$ cat src/rtl/rs_bank_pkg.sv
// Shared types and default sizing for the reservation-station bank.
// Holds the dispatch payload type, default bank geometry and the
// global slot identifier type used by dependency masks.
package rs_bank_pkg;

    localparam int RS_ENTRIES = 8;
    localparam int NUM_FUS    = 4;
    localparam int SLOT_W     = $clog2(RS_ENTRIES);
    localparam int GSLOT_W    = $clog2(RS_ENTRIES * NUM_FUS);

    // Global slot ID: FU index * RS_ENTRIES + local slot.
    typedef logic [GSLOT_W-1:0] gslot_id_t;

    typedef struct packed {
        logic [7:0]  opcode;
        logic [5:0]  rd;
        logic [31:0] imm;
    } disp_packet_t;

    // Global slot ID of a local slot in a given FU's bank.
    function automatic gslot_id_t make_gslot(input int fu, input int slot);
        return gslot_id_t'(fu * RS_ENTRIES + slot);
    endfunction

endpackage

$ cat src/rtl/rs_age_matrix.sv
// Age matrix for oldest-first selection among the bank's entries.
// older_reg[i][j] = 1 means entry i is older than entry j. A newly
// allocated entry is younger than every live entry; a freed entry drops
// out of all comparisons. The grant is the requester with no older
// requester, so it is always one-hot (or zero when nothing requests).
module rs_age_matrix #(
    parameter int RS_ENTRIES = 8
) (
    input  logic                  clk,
    input  logic                  rst_n,
    input  logic [RS_ENTRIES-1:0] alloc_oh,
    input  logic [RS_ENTRIES-1:0] free_oh,
    input  logic                  flush,
    input  logic [RS_ENTRIES-1:0] req,
    output logic [RS_ENTRIES-1:0] grant
);

    logic [RS_ENTRIES-1:0] older_reg [RS_ENTRIES];
    logic [RS_ENTRIES-1:0] blocked;

    for (genvar gi = 0; gi < RS_ENTRIES; gi++) begin : g_row
        // Row update: new or freed entries are older than nobody; other
        // rows gain the new entry and lose the freed one.
        always_ff @(posedge clk or negedge rst_n) begin
            if (!rst_n) begin
                older_reg[gi] <= '0;
            end else if (flush) begin
                older_reg[gi] <= '0;
            end else if (alloc_oh[gi] || free_oh[gi]) begin
                older_reg[gi] <= '0;
            end else begin
                older_reg[gi] <= (older_reg[gi] & ~free_oh) | alloc_oh;
            end
        end
    end

    // A requester is granted when no other requester is older than it.
    always_comb begin
        blocked = '0;
        grant   = '0;
        for (int i = 0; i < RS_ENTRIES; i++) begin
            for (int j = 0; j < RS_ENTRIES; j++) begin
                if (req[j] && older_reg[j][i]) begin
                    blocked[i] = 1'b1;
                end
            end
            grant[i] = req[i] && !blocked[i];
        end
    end

endmodule

$ cat src/rtl/rs_bank.sv
// Reservation-station bank for one functional unit.
// Accepts dispatch packets with dependency masks, clears mask bits on
// wakeup broadcasts (including the packet being dispatched this cycle),
// and issues the oldest ready entry through a registered valid/ready stage.
// Optional feature macro: RS_OCCUPANCY_EN adds the rs_occupancy counter.
module rs_bank
    import rs_bank_pkg::*;
#(
    parameter int FU_ID      = 0,
    parameter int RS_ENTRIES = rs_bank_pkg::RS_ENTRIES,
    parameter int NUM_FUS    = rs_bank_pkg::NUM_FUS,
    localparam int SLOT_W    = $clog2(RS_ENTRIES),
    localparam int MASK_W    = RS_ENTRIES * NUM_FUS,
    localparam int OCC_W     = $clog2(RS_ENTRIES + 1)
) (
    input  logic                        clk,
    input  logic                        rst_n,
    input  logic                        disp_valid,
    input  disp_packet_t                disp_pkt,
    input  logic [MASK_W-1:0]           dependency_mask,
    output logic [SLOT_W-1:0]           rs_entry_idx,
    output logic                        rs_full,
    input  logic                        flush,
    input  logic [NUM_FUS-1:0]          wake_valid,
    input  logic [NUM_FUS*SLOT_W-1:0]   wake_slot,
    output logic                        issue_valid,
    input  logic                        issue_ready,
    output disp_packet_t                issue_pkt,
    output logic [SLOT_W-1:0]           issue_slot
`ifdef RS_OCCUPANCY_EN
    ,
    output logic [OCC_W-1:0]            rs_occupancy
`endif
);

    // Entry storage
    logic                valid_reg [RS_ENTRIES];
    disp_packet_t        pkt_reg   [RS_ENTRIES];
    logic [MASK_W-1:0]   mask_reg  [RS_ENTRIES];
    logic [RS_ENTRIES-1:0] valid_vec;

    // Allocation / wakeup / select
    logic [SLOT_W-1:0]     alloc_idx;
    logic                  accept;
    logic [RS_ENTRIES-1:0] alloc_oh;
    logic [MASK_W-1:0]     wake_clr;
    logic [RS_ENTRIES-1:0] ready_vec;
    logic [RS_ENTRIES-1:0] grant_oh;
    logic [RS_ENTRIES-1:0] free_oh;
    logic [SLOT_W-1:0]     grant_idx;
    logic                  load_issue;
    disp_packet_t          sel_pkt;

    // Issue register
    logic                  issue_valid_reg;
    disp_packet_t          issue_pkt_reg;
    logic [SLOT_W-1:0]     issue_slot_reg;

    for (genvar gi = 0; gi < RS_ENTRIES; gi++) begin : g_vec
        assign valid_vec[gi] = valid_reg[gi];
        assign ready_vec[gi] = valid_reg[gi] && (mask_reg[gi] == '0);
        assign alloc_oh[gi]  = accept && (alloc_idx == SLOT_W'(gi));
    end

    // Each global mask bit belongs to exactly one FU; clear it when that
    // FU broadcasts the matching local slot.
    for (genvar gi = 0; gi < MASK_W; gi++) begin : g_wake
        assign wake_clr[gi] = wake_valid[gi / RS_ENTRIES] &&
            (wake_slot[(gi / RS_ENTRIES) * SLOT_W +: SLOT_W] == SLOT_W'(gi % RS_ENTRIES));
    end

    // Lowest-index free slot; a slot freed this cycle is not visible yet.
    always_comb begin
        alloc_idx = '0;
        for (int i = RS_ENTRIES - 1; i >= 0; i--) begin
            if (!valid_reg[i]) begin
                alloc_idx = SLOT_W'(i);
            end
        end
    end

    assign rs_full      = &valid_vec;
    assign rs_entry_idx = alloc_idx;
    assign accept       = disp_valid && !rs_full;

    rs_age_matrix #(
        .RS_ENTRIES (RS_ENTRIES)
    ) u_age (
        .clk      (clk),
        .rst_n    (rst_n),
        .alloc_oh (alloc_oh),
        .free_oh  (free_oh),
        .flush    (flush),
        .req      (ready_vec),
        .grant    (grant_oh)
    );

    // Encode the one-hot oldest grant into a slot index.
    always_comb begin
        grant_idx = '0;
        for (int i = 0; i < RS_ENTRIES; i++) begin
            if (grant_oh[i]) begin
                grant_idx = grant_idx | SLOT_W'(i);
            end
        end
    end

    assign sel_pkt    = pkt_reg[grant_idx];
    assign load_issue = (!issue_valid_reg || issue_ready) && (|ready_vec);
    assign free_oh    = load_issue ? grant_oh : '0;

    for (genvar gi = 0; gi < RS_ENTRIES; gi++) begin : g_entry
        // Entry valid: set on allocate, cleared when moved to the issue register.
        always_ff @(posedge clk or negedge rst_n) begin
            if (!rst_n) begin
                valid_reg[gi] <= 1'b0;
            end else if (flush) begin
                valid_reg[gi] <= 1'b0;
            end else if (alloc_oh[gi]) begin
                valid_reg[gi] <= 1'b1;
            end else if (free_oh[gi]) begin
                valid_reg[gi] <= 1'b0;
            end
        end

        // Payload and mask; wakeups apply to the incoming mask too.
        always_ff @(posedge clk) begin
            if (alloc_oh[gi]) begin
                pkt_reg[gi]  <= disp_pkt;
                mask_reg[gi] <= dependency_mask & ~wake_clr;
            end else begin
                mask_reg[gi] <= mask_reg[gi] & ~wake_clr;
            end
        end
    end

    // Issue register: load when empty or draining, hold while stalled.
    always_ff @(posedge clk or negedge rst_n) begin
        if (!rst_n) begin
            issue_valid_reg <= 1'b0;
            issue_pkt_reg   <= '0;
            issue_slot_reg  <= '0;
        end else if (flush) begin
            issue_valid_reg <= 1'b0;
        end else if (load_issue) begin
            issue_valid_reg <= 1'b1;
            issue_pkt_reg   <= sel_pkt;
            issue_slot_reg  <= grant_idx;
        end else if (issue_ready) begin
            issue_valid_reg <= 1'b0;
        end
    end

    assign issue_valid = issue_valid_reg;
    assign issue_pkt   = issue_pkt_reg;
    assign issue_slot  = issue_slot_reg;

    // An entry may never wait on its own global slot.
    logic [MASK_W-1:0] self_bit_vec;
    for (genvar gi = 0; gi < MASK_W; gi++) begin : g_self
        assign self_bit_vec[gi] = (gi / RS_ENTRIES == FU_ID) &&
                                  (alloc_idx == SLOT_W'(gi % RS_ENTRIES));
    end

    a_no_self_dep: assert property (@(posedge clk) disable iff (!rst_n)
        (accept && !flush) |-> ((dependency_mask & self_bit_vec) == '0));

`ifdef RS_OCCUPANCY_EN
    logic [OCC_W-1:0] occ_reg;

    // Occupancy counter: +1 on accept, -1 on move to issue register.
    always_ff @(posedge clk or negedge rst_n) begin
        if (!rst_n) begin
            occ_reg <= '0;
        end else if (flush) begin
            occ_reg <= '0;
        end else begin
            case ({accept, load_issue})
                2'b10:   occ_reg <= occ_reg + OCC_W'(1);
                2'b01:   occ_reg <= occ_reg - OCC_W'(1);
                default: occ_reg <= occ_reg;
            endcase
        end
    end

    assign rs_occupancy = occ_reg;

    a_occ_matches: assert property (@(posedge clk) disable iff (!rst_n)
        int'(occ_reg) == $countones(valid_vec));
`endif

endmodule

$ cat config.mk
export PLATFORM = sky130hd
export DESIGN_NAME = rs_bank
export DESIGN_NICKNAME = d
export VERILOG_FILES = /design/src/rtl/rs_bank_pkg.sv /design/src/rtl/rs_age_matrix.sv /design/src/rtl/rs_bank.sv
export SDC_FILE = /design/constraint.sdc
export NUM_CORES = 1
export LEC_CHECK = 0
export ABC_CLOCK_PERIOD_IN_PS = 4400
export BUFFER_PORTS_ARGS = -buffer_cell sky130_fd_sc_hd__buf_2
export CORE_MARGIN = 2
export CORE_UTILIZATION = 55
export DETAILED_ROUTE_END_ITERATION = 10
export PLACE_DENSITY = 0.84
export SYNTH_ARGS = -nofsm -noshare
export SYNTH_HDL_FRONTEND = slang
export SYNTH_SLANG_ARGS = --single-unit
$ cat constraint.sdc
create_clock -name clk -period 4.4 [get_ports clk]
set_input_delay 0.88 -clock clk [delete_from_list [all_inputs] [get_ports clk]]
set_output_delay 0.88 -clock clk [all_outputs]
set_load 0.02 [all_outputs]
==> out/metrics.cfg <==
[cts]
cts.path.max_buffers=3
tritoncts=done
cts_buffers=74
clk_pin_slew_ps=60
cts-root-buf=clkbuf_16
cts-resized-gates=0
cts_sinks=746
clk_latency_ps=620
cts_hold_buffers=0
post_cts_buffers=0
cts.htree.levels=3

[power_and_ir_drop]
p_int_mw=11.7
leakagePower_nw=12.5
power_frac_comb=0.053
pwr-share-seq=0.508
p_sw_frac=0.223
p_per_area_nw_per_um2=446
p_clk_frac=0.439
worst_ir_drop_vdd_uv=428
p_total_mw=15.1
p_sw_mw=3.38

[place]
dp.cells=3409
place_ws_ps=324
place_congestion=0.973
io_buffer_count=152
dp_hpwl_mm=51.9

[finish]
fin_nets=2888
fin_cells=3553
area_growth_pct=14.0
layout_common_cells=nand2_1 (637), edfxtp_1 (368), a21oi_1 (319), dfxtp_1 (256), buf_2 (151)
multi_input_area_um2=9480
nFillCells=3899
seq_area_um2=19200
final_common_cell=nand2_1
largest_reg_flops=368
drive_above_1_share=0.163

[job]
max_cap_violations=0

[global_routing]
grt_pass1_wl_mm=130
grtUsageTotal=0.303
overflow=0
antenna_found_initial=10
grt_max_degree=90
grt_pass1_vias=22767

[sta]
min_period_ps=4210
final.setup.worst_slack_ps=190
fmax_mhz=238
setup_tns_ps=0
timing.final.crit_share=0.957
fin_worst_skew_ps=21.4
tightestPinTransition_ps=1200
hold_viol_final=0
rsz0062_at_grt=false
drv_slew=0
finalSetupViolCount=0
slew_headroom=0.190

[worst_setup_path]
cp-start-kind=flip-flop
rr_worst_depth=10
ff2ff_setup_slack_ps=190
cp.required_ps=4950
critPathCaptureType=flip-flop
crit_fanout=11
critical_path_class=flip-flop to flip-flop
arrival_ps=4760

[logic_synthesis]
ys_seq_elements=746
netlist.area_leader.share=0.372
yosys-top-cells-area=edfxtp_1 (37%), dfxtp_1 (17%), dfrtp_1 (10%)
synth_cells=2657
synth_edf_count=368
synthArstFlopShare=0.164
synth_cell_types=55
synth_top_cell_by_area=edfxtp_1
synth_ff_type=edfxtp_1
synth_fp_nets=2756
yosysWarnings=0
syn_avg_cell_area_um2=11.2
ys_seq_area_frac=0.647
syn_area_um2=29700

[floorplanning]
io_pins=153
fp.dieArea_um2=55900
initial_core_util=0.555
num_rows=85
die_x_um=236
core_um2=53600
die_h_um=236

[drt]
routedWlPerCell_um=24.1
detail-route-antenna-nets=0
vias=22508
viasPerCell=6.33
route.detailed.drc=0
drt_iter0_drc=2502
wirelength_mm=85.7
firstDrtPassIters=8

[run_status]
status=complete, no violations

[min_path]
min_path_type=primary input to async pin

-- through the flow --
stage / util / instance area (um2) / hold slack, ps
2_1_floorplan: - / 29700 / 431
6_report: 0.632 / 33900 / 350
4_1_cts: 0.632 / 33900 / 380
3_3_place_gp: 0.584 / 31300 / 438
3_5_place_dp: 0.584 / 31300 / 441
5_1_grt: 0.632 / 33900 / 415
-- cell type report --
class,count,area share
clock buffers,95,0.0610
multi-input cells,1679,0.280
flip-flops and latches,746,0.568
inverters,63,0.00728
diodes,9,0.000665
well taps,696,0.0257
clock inverters,40,0.0147
repair buffers,225,0.0435
-- cells by family (layout without fill, tap and decap cells) --
family / count (synthesis) / in the layout / share of synthesized area
mux: 142 / 142 / 0.0529
other cells: 0 / 9 / 0
compound gates: 561 / 561 / 0.118
flops: 746 / 746 / 0.647
simple gates: 976 / 976 / 0.147
buf+inv: 232 / 423 / 0.0358
-- synthesized netlist by cell type, types with 45 or more instances --
cell type	count
inv_1	58
edfxtp_1	368
a21oi_1	319
dfxtp_1	256
o211ai_1	91
nand2_1	637
o41ai_1	45
nor4_1	63
nand3_1	54
dfrtp_1	122
nor2_1	103
mux2_2	80
clkbuf_1	107
-- worst max-delay path, stage by stage, from the launching register on --
cell and delay, ps:
dfxtp_1 310, nor4_1 750, nand4_1 420, nor3_4 280
nand3_1 100, nor4_1 970, o41ai_1 270, nor2_1 520
buf_4 320, nand2_1 100, nand3_1 100
-- power groups by stage --
stage,clock [mW],combinational (mW),sequential [mW]
after floorplan,0,0.386,7.84
after global placement,0,0.744,7.80
after detailed placement,0,0.779,7.82
after CTS,6.66,0.789,7.68
after global routing,6.93,0.862,7.69
final,6.63,0.801,7.68
-- layer usage --
metal / routed length (um) / up-vias / GRT usage / share of wire
met4: 4250 / 6 / 0.145 / 0.050
met5: 41 / - / 0 / 0.00048
met3: 7930 / 310 / 0.0546 / 0.093
li1: - / 9837 / - / -
met1: 31000 / 10950 / 0.370 / 0.36
met2: 42500 / 1405 / 0.523 / 0.50
-- path summary, 6_finish.rpt --
check / from / end
max in group asynchronous: rst_n / issue_pkt[42]
min in group clk: mask_reg[0][124] / mask_reg[0][124]
setup / recovery: mask_reg[1][81] / issue_pkt[19]
hold / removal: rst_n / issue_pkt[9]
setup reg to reg: mask_reg[1][81] / issue_pkt[19]
hold reg to reg: mask_reg[0][124] / mask_reg[0][124]
Power figures use the tool's default switching activity.
